### src/rtl/md_scheduler.sv
// md_scheduler: sequences the shared multiply/divide unit next to the
// execute stage and owns the architectural HI/LO registers. A multi-cycle
// op stalls E while it runs, and its result is committed to HI/LO only when
// the op leaves E, so a flushed op leaves HI/LO untouched.
module md_scheduler #(
    parameter int MUL_CYCLES = 4
) (
    input  logic        clk,
    input  logic        resetn,
    input  logic [2:0]  md_op_e,
    input  logic [31:0] srca_e,
    input  logic [31:0] srcb_e,
    input  logic        stall_in,
    input  logic        flush,
    output logic        stall_md,
    output logic        busy,
    output logic [31:0] hi,
    output logic [31:0] lo
);

    localparam logic [2:0] OP_MULT  = 3'd1;
    localparam logic [2:0] OP_DIVU  = 3'd4;
    localparam logic [2:0] OP_DIV   = 3'd3;
    localparam logic [2:0] OP_MTHI  = 3'd5;
    localparam logic [2:0] OP_MTLO  = 3'd6;

    typedef enum logic [1:0] {
        ST_IDLE = 2'd0,
        ST_BUSY = 2'd1,
        ST_DONE = 2'd2
    } state_t;

    // Two's-complement negation when the flag is set.
    function automatic logic [31:0] neg_if(input logic [31:0] v, input logic neg);
        if (neg) begin
            return 32'd0 - v;
        end else begin
            return v;
        end
    endfunction

    state_t      state_r, state_s;
    logic [4:0]  cnt_r;
    logic [31:0] opa_r, opb_r;
    logic [31:0] divs_r, quo_r, rem_r;
    logic [31:0] res_hi_r, res_lo_r;
    logic        is_div_r, q_neg_r, r_neg_r;
    logic [63:0] prod_chain_r [MUL_CYCLES];

    logic        start_s, start_div_s, start_signed_s;
    logic [63:0] mul_a_s, mul_b_s, prod_s;
    logic [32:0] shift_s, diff_s;
    logic [31:0] quo_n_s, rem_n_s, div_hi_s, div_lo_s;

    // Decode the op in E and form the extended multiplier operands.
    always_comb begin
        start_s        = (md_op_e >= OP_MULT) && (md_op_e <= OP_DIVU) && !flush;
        start_div_s    = (md_op_e == OP_DIV) || (md_op_e == OP_DIVU);
        start_signed_s = (md_op_e == OP_MULT) || (md_op_e == OP_DIV);
        mul_a_s        = {{32{start_signed_s & srca_e[31]}}, srca_e};
        mul_b_s        = {{32{start_signed_s & srcb_e[31]}}, srcb_e};
        prod_s         = mul_a_s * mul_b_s;
    end

    // One restoring-division step, plus sign fix and divide-by-zero result.
    always_comb begin
        shift_s = {rem_r, quo_r[31]};
        diff_s  = shift_s - {1'b0, divs_r};
        if (!diff_s[32]) begin
            rem_n_s = diff_s[31:0];
            quo_n_s = {quo_r[30:0], 1'b1};
        end else begin
            rem_n_s = shift_s[31:0];
            quo_n_s = {quo_r[30:0], 1'b0};
        end
        if (opb_r == 32'd0) begin
            div_lo_s = 32'hFFFF_FFFF;
            div_hi_s = opa_r;
        end else begin
            div_lo_s = neg_if(quo_n_s, q_neg_r);
            div_hi_s = neg_if(rem_n_s, r_neg_r);
        end
    end

    // FSM state register.
    always_ff @(posedge clk) begin
        if (!resetn) begin
            state_r <= ST_IDLE;
        end else begin
            state_r <= state_s;
        end
    end

    // FSM next state: flush always returns to IDLE.
    always_comb begin
        state_s = state_r;
        case (state_r)
            ST_IDLE: begin
                if (start_s) begin
                    state_s = ST_BUSY;
                end else begin
                    state_s = ST_IDLE;
                end
            end
            ST_BUSY: begin
                if (flush) begin
                    state_s = ST_IDLE;
                end else if (cnt_r == 5'd0) begin
                    state_s = ST_DONE;
                end else begin
                    state_s = ST_BUSY;
                end
            end
            ST_DONE: begin
                if (flush || !stall_in) begin
                    state_s = ST_IDLE;
                end else begin
                    state_s = ST_DONE;
                end
            end
            default: state_s = ST_IDLE;
        endcase
    end

    // FSM outputs: stall never looks at stall_in, so no combinational loop.
    always_comb begin
        stall_md = 1'b0;
        busy     = (state_r != ST_IDLE);
        case (state_r)
            ST_IDLE: stall_md = start_s;
            ST_BUSY: stall_md = 1'b1;
            ST_DONE: stall_md = 1'b0;
            default: stall_md = 1'b0;
        endcase
    end

    // Product pipeline: stage 0 captures the product of the E operands.
    always_ff @(posedge clk) begin
        if (!resetn) begin
            for (int i = 0; i < MUL_CYCLES; i++) begin
                prod_chain_r[i] <= 64'd0;
            end
        end else begin
            prod_chain_r[0] <= prod_s;
            for (int i = 1; i < MUL_CYCLES; i++) begin
                prod_chain_r[i] <= prod_chain_r[i-1];
            end
        end
    end

    // Operand latch, iteration counter, divider state and result capture.
    always_ff @(posedge clk) begin
        if (!resetn) begin
            cnt_r    <= 5'd0;
            opa_r    <= 32'd0;
            opb_r    <= 32'd0;
            divs_r   <= 32'd0;
            quo_r    <= 32'd0;
            rem_r    <= 32'd0;
            res_hi_r <= 32'd0;
            res_lo_r <= 32'd0;
            is_div_r <= 1'b0;
            q_neg_r  <= 1'b0;
            r_neg_r  <= 1'b0;
        end else if (state_r == ST_IDLE && start_s) begin
            opa_r    <= srca_e;
            opb_r    <= srcb_e;
            quo_r    <= neg_if(srca_e, start_signed_s & srca_e[31]);
            divs_r   <= neg_if(srcb_e, start_signed_s & srcb_e[31]);
            rem_r    <= 32'd0;
            is_div_r <= start_div_s;
            q_neg_r  <= start_signed_s & (srca_e[31] ^ srcb_e[31]);
            r_neg_r  <= start_signed_s & srca_e[31];
            cnt_r    <= start_div_s ? 5'd31 : 5'(MUL_CYCLES - 1);
        end else if (state_r == ST_BUSY) begin
            cnt_r <= cnt_r - 5'd1;
            quo_r <= quo_n_s;
            rem_r <= rem_n_s;
            if (cnt_r == 5'd0) begin
                if (is_div_r) begin
                    res_hi_r <= div_hi_s;
                    res_lo_r <= div_lo_s;
                end else begin
                    res_hi_r <= prod_chain_r[MUL_CYCLES-1][63:32];
                    res_lo_r <= prod_chain_r[MUL_CYCLES-1][31:0];
                end
            end
        end else begin
            cnt_r <= cnt_r;
        end
    end

    // Architectural HI/LO: result commit from DONE, MTHI/MTLO from IDLE.
    always_ff @(posedge clk) begin
        if (!resetn) begin
            hi <= 32'd0;
            lo <= 32'd0;
        end else if (state_r == ST_DONE && !stall_in && !flush) begin
            hi <= res_hi_r;
            lo <= res_lo_r;
        end else if (state_r == ST_IDLE && !stall_in && !flush) begin
            case (md_op_e)
                OP_MTHI: hi <= srca_e;
                OP_MTLO: lo <= srca_e;
                default: hi <= hi;
            endcase
        end else begin
            hi <= hi;
        end
    end

endmodule

### config.mk
export PLATFORM = sky130hd
export DESIGN_NAME = md_scheduler
export DESIGN_NICKNAME = d
export VERILOG_FILES = /design/src/rtl/md_scheduler.sv
export SDC_FILE = /design/constraint.sdc
export NUM_CORES = 2
export LEC_CHECK = 0
export ABC_AREA = 1
export BUFFER_PORTS_ARGS = -buffer_cell sky130_fd_sc_hd__buf_2
export CELL_PAD_IN_SITES_DETAIL_PLACEMENT = 0
export CELL_PAD_IN_SITES_GLOBAL_PLACEMENT = 1
export CORE_MARGIN = 8
export CORE_UTILIZATION = 49
export CTS_CLUSTER_SIZE = 14
export DETAILED_ROUTE_END_ITERATION = 6
export GPL_TIMING_DRIVEN = 0
export HOLD_SLACK_MARGIN = 0.08
export PLACE_DENSITY_LB_ADDON = 0.1
export SYNTH_ARGS = -nofsm -noshare
export SYNTH_HDL_FRONTEND = slang
export SYNTH_SLANG_ARGS = --single-unit
### constraint.sdc
create_clock -name clk -period 9.4 [get_ports clk]
set_clock_uncertainty 0.05 [all_clocks]
set_input_delay 0.94 -clock clk [delete_from_list [all_inputs] [get_ports clk]]
set_output_delay 0.94 -clock clk [all_outputs]
set_load 0.02 [all_outputs]
==> metrics <==
status=finished, violations left; violated checks=design-rule violations, max-capacitance violations; Synth area leader=fa_1; Final Worst Setup Slack=~110 ps; sequential element share of the synthesized area=17.3%; clock root buffer=clkbuf_16; met1 Track Usage GR=43.9%; required time worst endpoint=around 9900 ps; syn nets=between 9k and 10k; first-pass GRT wire length=between 300000 and 400000 um; Netlist cell types=64; post-route ant nets=0; grt ovf=0; gr busiest metal=met2; Startpoint Class=input pin; Final setup viols=0; post-synthesis register bit count=around 550; placer congestion estimate=slightly above 1; max_cap viols=1; antenna violations before repair=23; min Tclk post-route=between 9000 and 10000 ps; critical path class=in2reg; clock transition at the registers of the reported paths=around 60 ps; M2 GR Usage=61.3%; cell count after synthesis=between 8k and 9k; GR Util met3=slightly below 8%; Post-synth EDFFs=0; DR iter-0 viols=5343; CTS tree=done; Max Freq=between 0.1 and 0.15 GHz; die height=approximately 380 um; Initial Util=between 40 and 50%; die area=between 100000 and 150000 um2; IO Count=~140; Rows=132; HP Class=reg2reg; clk sinks=between 500 and 600; Clock Latency Late Sink=roughly 640 ps; Clock Tree Buf Depth=3; Worst-Margin Slew=1490 ps; Routed Wire Length=265000 um; CP max FO=10; Final Max Tran Viols=0; CTS HTree Levels=2; Mapped Avg Cell Area=roughly 7.7 um2; Yosys Warn Count=0; Area contributors post-synth=fa_1, dfxtp_1, inv_1, nand2_1, ha_1; hpwl dp=about 220000 um; Relative slew margins=0.410%; TritonCTS Buffers=53; area delta synth->final=7.64%; Top FF cell, synth=dfxtp_1; drt first pass iters=7; top cell type's share of synthesized area=35.2%; Reg area=approximately 11000 um2; via/cell ratio=approximately 5.4; nature of the critical path endpoint=register; via count=between 50k and 60k; CP arrival=a little under 10000 ps; Post-Place Worst Slack=-3310 ps; largest net degree at the start of global routing=25; layout cells sized above 1=under 10%; fillers=between 10k and 15k; area occupied by multi-input gates=between 40000 and 50000 um2; port bufs=90; DR DRC count=1; wire length per cell=roughly 26 um; Die W=between 300 and 400 um; Core Area=130000 um2; nets=9932; ys async rst share=0%; Period Utilization, post-route=between 90% and 100%; GRT Util Overall=a little under two fifths; Commonest cells post-synth=inv_1, nand2_1, fa_1, dfxtp_1, a21oi_1; Cell Area, Synth=64000 um2; most frequent cell after synthesis=inv_1; vias in the first global route=58.2k; final-report hold violation count=0
==> through the flow <==
| stage | hold slack, ps | instance area (um2) | util, % | instances | setup TNS (ps) |
|---|---|---|---|---|---|
| 2_1_floorplan | 340 | 64000 | - | 8331 | 0 |
| 3_3_place_gp | 349 | 66700 | 51.4 | 10200 | -89670 |
| 3_5_place_dp | 348 | 66800 | 51.5 | 10200 | -89190 |
| 4_1_cts | 357 | 68700 | 53.0 | 10300 | -62.0 |
| 5_1_grt | 373 | 68900 | 53.1 | 10300 | -6.83 |
| 6_report | 356 | 68900 | 53.2 | 10300 | 0 |
==> logic make-up after synthesis <==
group / after synthesis / share of synthesized area (%)
adders and majority gates: 1376 / 40.1
DFF: 553 / 17.3
and+or+nand+nor: 2786 / 17.8
buffers and inverters: 2542 / 15.0
AOI/OAI and AO/OA: 1019 / 9.07
xor gates and xnor gates: 55 / 0.752
==> sequential cells by signal (all words and copies together) (netlist names) <==
signal,cells
state_r,2
opb_r,32
q_neg_r,1
is_div_r,1
cnt_r,5
quo_r,32
res_hi_r,32
rem_r,32
divs_r,31
opa_r,32
res_lo_r,32
r_neg_r,1
prod_chain_r,256
lo,32
hi,32
==> path summary, 6_finish.rpt <==
path	start	endpoint	slack [ps]	cells after the start
setup / recovery	srca_e[6]	prod_chain_r[0][60]$_SDFF_PN0_	110	28
hold reg to reg	prod_chain_r[2][51]$_SDFF_PN0_	prod_chain_r[3][51]$_SDFF_PN0_	360	2
setup reg to reg	quo_r[31]$_SDFFE_PN0P_	res_lo_r[30]$_SDFFE_PN0P_	3550	31
hold / removal	prod_chain_r[2][51]$_SDFF_PN0_	prod_chain_r[3][51]$_SDFF_PN0_	360	2
==> critical path, cell delays in order <==
cell             delay (ps)
clkdlybuf4s15_1         930
buf_1                   770
nand2_1                 180
fa_1                    530
inv_1                    50
fa_1                    650
fa_1                    500
fa_1                    500
fa_1                    430
fa_1                    510
inv_1                    50
fa_1                    400
fa_1                    680
inv_1                    90
ha_1                    470
nand2_1                 110
nor2_1                  160
inv_1                   150
nor4_2                  340
nand3_1                 120
nand3_1                 260
a21o_1                  220
a21o_1                  200
nand2_1                  70
nand2_1                 100
a21oi_1                  90
o21ai_0                 150
a21oi_1                  50
==> layout make-up <==
class                           instances  area share (%)
Clock inverter                         20           0.548
Tap cell                             1742            3.16
Inverter                             2099            11.5
Antenna cell                           15          0.0544
Buffer                                428            2.59
Clock buffer                           70            2.15
Sequential cell                       553            16.1
Timing Repair inverter                  1          0.0109
Multi-Input combinational cell       5236            63.0
Timing Repair Buffer                  113           0.991
==> cell usage in the layout (no fill, tap or decap), types with 100 or more instances in the layout <==
master    synthesis  layout
a21oi_1         383     380
buf_1           111     104
buf_2             8     100
clkbuf_1        313     273
dfxtp_1         553     553
fa_1           1126    1122
ha_1            250     248
inv_1          2083    2079
nand2_1        1995    1995
nand3_1         235     235
nor2_1          339     335
o21ai_0         318     318
==> timing repair <==
action	in CTS	in global routing
cloned	0	1
hold buffers	0	0
pin swaps	3	1
resized for setup	20	68
setup buffers	8	11
setup endpoints to repair	32	21
==> routing by layer <==
metal	routed length (um)	vias to the layer above
met5	28	-
met4	22800	6
met3	22800	773
met2	122000	2558
met1	97100	27700
li1	-	25000
Power is left out: the tool's default activity adds up to more than one toggle a clock period on the data nets, which glitch-free logic cannot reach.
